--- src/rtl/collision_scanner.sv ---
// ----------------------------------------------------------------------------
// collision_scanner
//
// Purpose:
//    Sequencer between the object table RAM and the collision detector. On a
//    start request it reads a reference object from the table and drives it
//    to the detector's "a" side. It then walks every other object 0..last_idx
//    onto the "b" side, one at a time. For each object it collects the
//    detector's verdict into a hit mask and a hit count, which the game CPU
//    reads once done pulses.
//
// Per-candidate sequence (4 cycles):
//    RD_OBJ (read strobe) -> LD_OBJ (capture table data into det_b)
//    -> SETTLE (detector registers its corners) -> SAMPLE (use det_collision)
//
// Latency:
//    If start is sampled at cycle 0, done pulses at cycle 3 + 4*K, where K is
//    the number of objects scanned.
//
// Configuration macro:
//    SCAN_EARLY_EXIT_EN - when defined, the first hit ends the scan. The mask
//                         then holds at most one set bit. When undefined,
//                         every candidate is scanned.
//
// Ports:
//    clk              clock
//    rst_n            asynchronous active-low reset
//    i_start          1-cycle scan request, honoured only in IDLE
//    i_ref_idx        table index of the reference object (sampled on start)
//    i_last_idx       highest table index to scan (sampled on start)
//    o_busy           high from the cycle after start through DONE
//    o_done           1-cycle pulse when the results are valid
//    o_hit_mask       bit i set = object i collided with the reference
//    o_hit_count      number of set bits in o_hit_mask
//    o_tbl_rd_en      table read strobe
//    o_tbl_rd_idx     table read index
//    i_tbl_rd_data    {x,y,w,h}, 8 bits each, valid 1 cycle after the strobe
//    o_det_a_*        reference box to the detector
//    o_det_b_*        candidate box to the detector
//    i_det_collision  detector verdict, 1 cycle behind its box inputs
// ----------------------------------------------------------------------------
module collision_scanner #(
   parameter int MAX_OBJ = 16,
   parameter int IDX_W   = $clog2(MAX_OBJ)
) (
   input  logic               clk,
   input  logic               rst_n,
   input  logic               i_start,
   input  logic [IDX_W-1:0]   i_ref_idx,
   input  logic [IDX_W-1:0]   i_last_idx,
   output logic               o_busy,
   output logic               o_done,
   output logic [MAX_OBJ-1:0] o_hit_mask,
   output logic [IDX_W:0]     o_hit_count,
   output logic               o_tbl_rd_en,
   output logic [IDX_W-1:0]   o_tbl_rd_idx,
   input  logic [31:0]        i_tbl_rd_data,
   output logic [7:0]         o_det_a_x,
   output logic [7:0]         o_det_a_y,
   output logic [7:0]         o_det_a_w,
   output logic [7:0]         o_det_a_h,
   output logic [7:0]         o_det_b_x,
   output logic [7:0]         o_det_b_y,
   output logic [7:0]         o_det_b_w,
   output logic [7:0]         o_det_b_h,
   input  logic               i_det_collision
);

   typedef enum logic [2:0] {
      S_IDLE   = 3'd0,
      S_RD_REF = 3'd1,
      S_LD_REF = 3'd2,
      S_RD_OBJ = 3'd3,
      S_LD_OBJ = 3'd4,
      S_SETTLE = 3'd5,
      S_SAMPLE = 3'd6,
      S_DONE   = 3'd7
   } state_t;

   state_t             r_state;
   logic [IDX_W-1:0]   r_ref_idx;
   logic [IDX_W-1:0]   r_last_idx;
   logic [IDX_W-1:0]   r_cursor;
   logic               r_busy;
   logic               r_done;
   logic [MAX_OBJ-1:0] r_hit_mask;
   logic [IDX_W:0]     r_hit_count;
   logic               r_rd_en;
   logic [IDX_W-1:0]   r_rd_idx;
   logic [7:0]         r_a_x, r_a_y, r_a_w, r_a_h;
   logic [7:0]         r_b_x, r_b_y, r_b_w, r_b_h;

   // Candidate arithmetic is one bit wider than an index so that stepping
   // past MAX_OBJ-1 cannot wrap back to a small index.
   logic [IDX_W:0]     w_first;
   logic               w_first_ok;
   logic [IDX_W:0]     w_step;
   logic [IDX_W:0]     w_next;
   logic               w_next_ok;
   logic               w_early_exit;

`ifdef SCAN_EARLY_EXIT_EN
   assign w_early_exit = i_det_collision;
`else
   assign w_early_exit = 1'b0;
`endif

   // First and next candidate index; the reference index is always skipped.
   always_comb begin
      w_first    = {{IDX_W{1'b0}}, (r_ref_idx == {IDX_W{1'b0}})};
      w_first_ok = (w_first <= {1'b0, r_last_idx});
      w_step     = {1'b0, r_cursor} + {{IDX_W{1'b0}}, 1'b1};
      if (w_step == {1'b0, r_ref_idx}) begin
         w_next = w_step + {{IDX_W{1'b0}}, 1'b1};
      end else begin
         w_next = w_step;
      end
      w_next_ok = (w_next <= {1'b0, r_last_idx});
   end

   // Scan FSM with all outputs registered.
   always_ff @(posedge clk or negedge rst_n) begin
      if (!rst_n) begin
         r_state     <= S_IDLE;
         r_ref_idx   <= {IDX_W{1'b0}};
         r_last_idx  <= {IDX_W{1'b0}};
         r_cursor    <= {IDX_W{1'b0}};
         r_busy      <= 1'b0;
         r_done      <= 1'b0;
         r_hit_mask  <= {MAX_OBJ{1'b0}};
         r_hit_count <= {(IDX_W+1){1'b0}};
         r_rd_en     <= 1'b0;
         r_rd_idx    <= {IDX_W{1'b0}};
         r_a_x       <= 8'd0;
         r_a_y       <= 8'd0;
         r_a_w       <= 8'd0;
         r_a_h       <= 8'd0;
         r_b_x       <= 8'd0;
         r_b_y       <= 8'd0;
         r_b_w       <= 8'd0;
         r_b_h       <= 8'd0;
      end else begin
         // Strobes are single-cycle unless a state below re-asserts them.
         r_done  <= 1'b0;
         r_rd_en <= 1'b0;
         case (r_state)
            S_IDLE: begin
               if (i_start) begin
                  r_ref_idx   <= i_ref_idx;
                  r_last_idx  <= i_last_idx;
                  r_cursor    <= {IDX_W{1'b0}};
                  r_hit_mask  <= {MAX_OBJ{1'b0}};
                  r_hit_count <= {(IDX_W+1){1'b0}};
                  r_busy      <= 1'b1;
                  r_rd_en     <= 1'b1;
                  r_rd_idx    <= i_ref_idx;
                  r_state     <= S_RD_REF;
               end else begin
                  r_state <= S_IDLE;
               end
            end
            S_RD_REF: begin
               r_state <= S_LD_REF;
            end
            S_LD_REF: begin
               r_a_x <= i_tbl_rd_data[31:24];
               r_a_y <= i_tbl_rd_data[23:16];
               r_a_w <= i_tbl_rd_data[15:8];
               r_a_h <= i_tbl_rd_data[7:0];
               if (w_first_ok) begin
                  r_cursor <= w_first[IDX_W-1:0];
                  r_rd_en  <= 1'b1;
                  r_rd_idx <= w_first[IDX_W-1:0];
                  r_state  <= S_RD_OBJ;
               end else begin
                  r_done  <= 1'b1;
                  r_state <= S_DONE;
               end
            end
            S_RD_OBJ: begin
               r_state <= S_LD_OBJ;
            end
            S_LD_OBJ: begin
               r_b_x   <= i_tbl_rd_data[31:24];
               r_b_y   <= i_tbl_rd_data[23:16];
               r_b_w   <= i_tbl_rd_data[15:8];
               r_b_h   <= i_tbl_rd_data[7:0];
               r_state <= S_SETTLE;
            end
            S_SETTLE: begin
               // Detector latches the new candidate corners on this edge.
               r_state <= S_SAMPLE;
            end
            S_SAMPLE: begin
               if (i_det_collision) begin
                  r_hit_mask[r_cursor] <= 1'b1;
                  r_hit_count          <= r_hit_count + {{IDX_W{1'b0}}, 1'b1};
               end else begin
                  r_hit_count <= r_hit_count;
               end
               if (w_next_ok && !w_early_exit) begin
                  r_cursor <= w_next[IDX_W-1:0];
                  r_rd_en  <= 1'b1;
                  r_rd_idx <= w_next[IDX_W-1:0];
                  r_state  <= S_RD_OBJ;
               end else begin
                  r_done  <= 1'b1;
                  r_state <= S_DONE;
               end
            end
            S_DONE: begin
               r_busy  <= 1'b0;
               r_state <= S_IDLE;
            end
            default: begin
               r_busy  <= 1'b0;
               r_state <= S_IDLE;
            end
         endcase
      end
   end

   assign o_busy       = r_busy;
   assign o_done       = r_done;
   assign o_hit_mask   = r_hit_mask;
   assign o_hit_count  = r_hit_count;
   assign o_tbl_rd_en  = r_rd_en;
   assign o_tbl_rd_idx = r_rd_idx;
   assign o_det_a_x    = r_a_x;
   assign o_det_a_y    = r_a_y;
   assign o_det_a_w    = r_a_w;
   assign o_det_a_h    = r_a_h;
   assign o_det_b_x    = r_b_x;
   assign o_det_b_y    = r_b_y;
   assign o_det_b_w    = r_b_w;
   assign o_det_b_h    = r_b_h;

endmodule

--- config.mk ---
export PLATFORM = sky130hd
export DESIGN_NAME = collision_scanner
export DESIGN_NICKNAME = d
export VERILOG_FILES = /design/src/rtl/collision_scanner.sv
export SDC_FILE = /design/constraint.sdc
export NUM_CORES = 1
export LEC_CHECK = 0
export ABC_CLOCK_PERIOD_IN_PS = 6150
export CAP_MARGIN = 20
export CORE_MARGIN = 10
export CORE_UTILIZATION = 50
export DETAILED_ROUTE_END_ITERATION = 8
export DONT_BUFFER_PORTS = 1
export PLACE_DENSITY_LB_ADDON = 0.05
export SYNTH_ARGS = -nofsm -noshare
export SYNTH_HDL_FRONTEND = slang
export SYNTH_SLANG_ARGS = --single-unit
--- constraint.sdc ---
create_clock -name clk -period 6.15 [get_ports clk]
set_clock_uncertainty 0.1 [all_clocks]
set_input_delay 0.9225 -clock clk [delete_from_list [all_inputs] [get_ports clk]]
set_output_delay 0.9225 -clock clk [all_outputs]
set_load 0.05 [all_outputs]
==> flow_metrics.env <==
export IMPL_cts_made_buffers=9
export IMPL_rsz0062_at_grt="false"
export IMPL_clock_sinks=107
export IMPL_cts_hold_buf=0
export IMPL_gr_total_overflow=0
export IMPL_num_io_pins=136
export IMPL_asyncSetResetFlopFracSynth_pct=100.0
export IMPL_final_common_cell="dfrtp_1"
export IMPL_path_class="register to register"
export IMPL_antenna_found_initial=0
export IMPL_ys_seq_elements=107
export IMPL_grt_pass1_wl_um=16070
export IMPL_cp_data_required_time_ns=6.31
export IMPL_synth_cells=368
export IMPL_finalWirelength_um=10320
export IMPL_syn_area_um2=4658
export IMPL_rows=35
export IMPL_ys_seq_area_share_pct=57.48
export IMPL_dp_hpwl_um=7468
export IMPL_fin_crit_sh_pct=65.88
export IMPL_track_usage_pct=15.36
export IMPL_syn_nets=423
export IMPL_grt_max_degree=108
export IMPL_arrival_ns=4.21
export IMPL_port_buffers=0
export IMPL_clockBufferDepth=2
export IMPL_cts_tree="done"
export IMPL_cp_max_fo=14
export IMPL_end_kind="register"
export IMPL_setup_viol=0
export IMPL_yosys_warnings=0
export IMPL_ant_nets=0
export IMPL_place_gp_congestion=0.7822
export IMPL_drt_iter0_markers=120
export IMPL_tns_ns=0
export IMPL_via_per_inst=5.664
export IMPL_remaining_drc_errors=0
export IMPL_hold_violations=0
export IMPL_dieArea_um2=13580
export IMPL_max_freq_ghz=0.2468
export IMPL_first_global_vias=2855
export IMPL_drtPass1Iterations=4
export IMPL_antenna_cells=0
export IMPL_syn2layout_area_growth_pct=6.205
export IMPL_syn_area_per_cell_um2=12.66
export IMPL_coreArea_um2=9153
export IMPL_final_util_pct=54.05
export IMPL_die_h_um=116.5
export IMPL_cts_setup_buffers=0
export IMPL_slew_headroom_pct=33.88
export IMPL_period_minus_slack_ns=4.051
export IMPL_mostFrequentLayoutCells="107 x dfrtp_1, 76 x mux2_2, 37 x nor2_1"
export IMPL_slew_viol_final=0
export IMPL_hp_class="primary input to asynchronous set/reset pin"
export IMPL_synth_cell_types=43
export IMPL_cp_start_kind="register"
export IMPL_status="finished clean"
export IMPL_insertion_delay_ns=0.37
export IMPL_ctsResizeCount=0
export IMPL_cts_max_level=3
export IMPL_start_util_pct=50.90
export IMPL_final_layout_size_suffix_gt1_share_pct=28.53
export IMPL_root_buffer="clkbuf_8"
export IMPL_ys_flop_type="dfrtp_1"
export IMPL_cap_violations=0
export IMPL_wl_per_cell_um=21.55
export IMPL_fin_nets=418
export IMPL_num_vias=2713
export IMPL_hold_ws_ns=0.1313
export IMPL_max_slew_worst_pin_slew_ns=0.9895
export IMPL_die_x_um=116.5
export IMPL_fin_area_um2=4947
export IMPL_clk_pin_slew_ns=0.10
export IMPL_place_area_um2=4736
export IMPL_synth_edf_count=0
-- routing by layer --
layer	part of all wire, %	GRT usage, %
met5	0	0
met4	1.0	4.254
met3	12	8.526
met2	49	24.81
met1	38	17.11
-- synth_stat cells, types with 2 or more instances --
cell type	number	area, um2
dfrtp_1	107	2678
mux2_2	76	855.8
nor2_1	38	142.6
a21oi_1	23	115.1
nand2_1	17	63.81
ha_1	11	137.6
o21ai_0	11	55.05
buf_2	10	50.05
inv_1	10	37.54
nand3_1	7	35.03
xor2_1	7	61.31
xnor2_1	5	43.79
clkbuf_1	4	15.01
nor3_1	4	20.02
nand2b_1	3	18.77
nand4_1	3	18.77
and2_1	2	12.51
and3_1	2	12.51
buf_4	2	15.01
mux2i_1	2	20.02
o31ai_1	2	15.01
-- final timing paths --
kind                               startpoint              end  slack [ns]  depth (start not counted)
worst max-delay path              r_cursor[0]  o_tbl_rd_idx[3]        2.10                         14
worst min-delay path                    rst_n    r_last_idx[1]        0.13                          0
worst max register to register    r_cursor[0]  o_tbl_rd_idx[3]        2.10                         14
worst min register to register  r_last_idx[0]    r_last_idx[0]        0.48                          1
max in group asynchronous               rst_n     r_ref_idx[1]        5.59                          0
min in group clk                r_last_idx[0]    r_last_idx[0]        0.48                          1
-- cells by family after synthesis --
kind of cell	synth area share (%)
flip-flops	57.48
AND/OR/NAND/NOR	8.891
multiplexers	19.04
AO/OA/AOI/OAI	6.017
buffers and inverters	2.847
XOR/XNOR	2.767
adder cells (fa/ha/maj)	2.955
-- layout make-up --
| type | instances | area (um2) |
|---|---|---|
| fillers | 812 | 4205 |
| flip-flops and latches | 107 | 2678 |
| well taps | 111 | 138.9 |
| clock buffers | 9 | 123.9 |
| repair buffers | 2 | 15.01 |
| multi-input cells | 233 | 1867 |
| inverters | 10 | 37.54 |
| clock inverters | 7 | 87.58 |
-- state kept, by name, indices dropped and copies added (netlist names) --
name,cells
o_tbl_rd_en,1
o_done,1
o_det_a_w,8
o_det_b_h,8
o_det_b_y,8
o_hit_mask,16
o_det_a_x,8
o_tbl_rd_idx,4
r_last_idx,4
o_det_b_w,8
o_det_a_h,8
o_det_a_y,8
o_busy,1
r_ref_idx,4
o_hit_count,5
r_cursor,4
o_det_b_x,8
r_state,3
-- through the flow --
| step | setup slack [ns] | instances |
|---|---|---|
| final | 2.099 | 479 |
| after CTS | 2.139 | 479 |
| after floorplan | 2.639 | 368 |
| after global placement | 2.332 | 463 |
| after global routing | 1.810 | 479 |
| after detailed placement | 2.166 | 463 |
-- worst max-delay path, cell delays in order, from the launching register on --
cell	delay, ns
dfrtp_1	0.64
inv_1	0.17
ha_1	0.42
xor2_1	0.21
nor2_1	0.20
o2111ai_4	0.23
mux2i_1	0.30
inv_1	0.07
ha_1	0.29
o21ai_0	0.14
a21oi_1	0.06
o21ai_0	0.16
nand3_1	0.24
o21ai_4	0.35
mux2_2	0.37
Power is not shown: default switching activity piles up to over one toggle a cycle in this logic, so the estimate is an artifact.
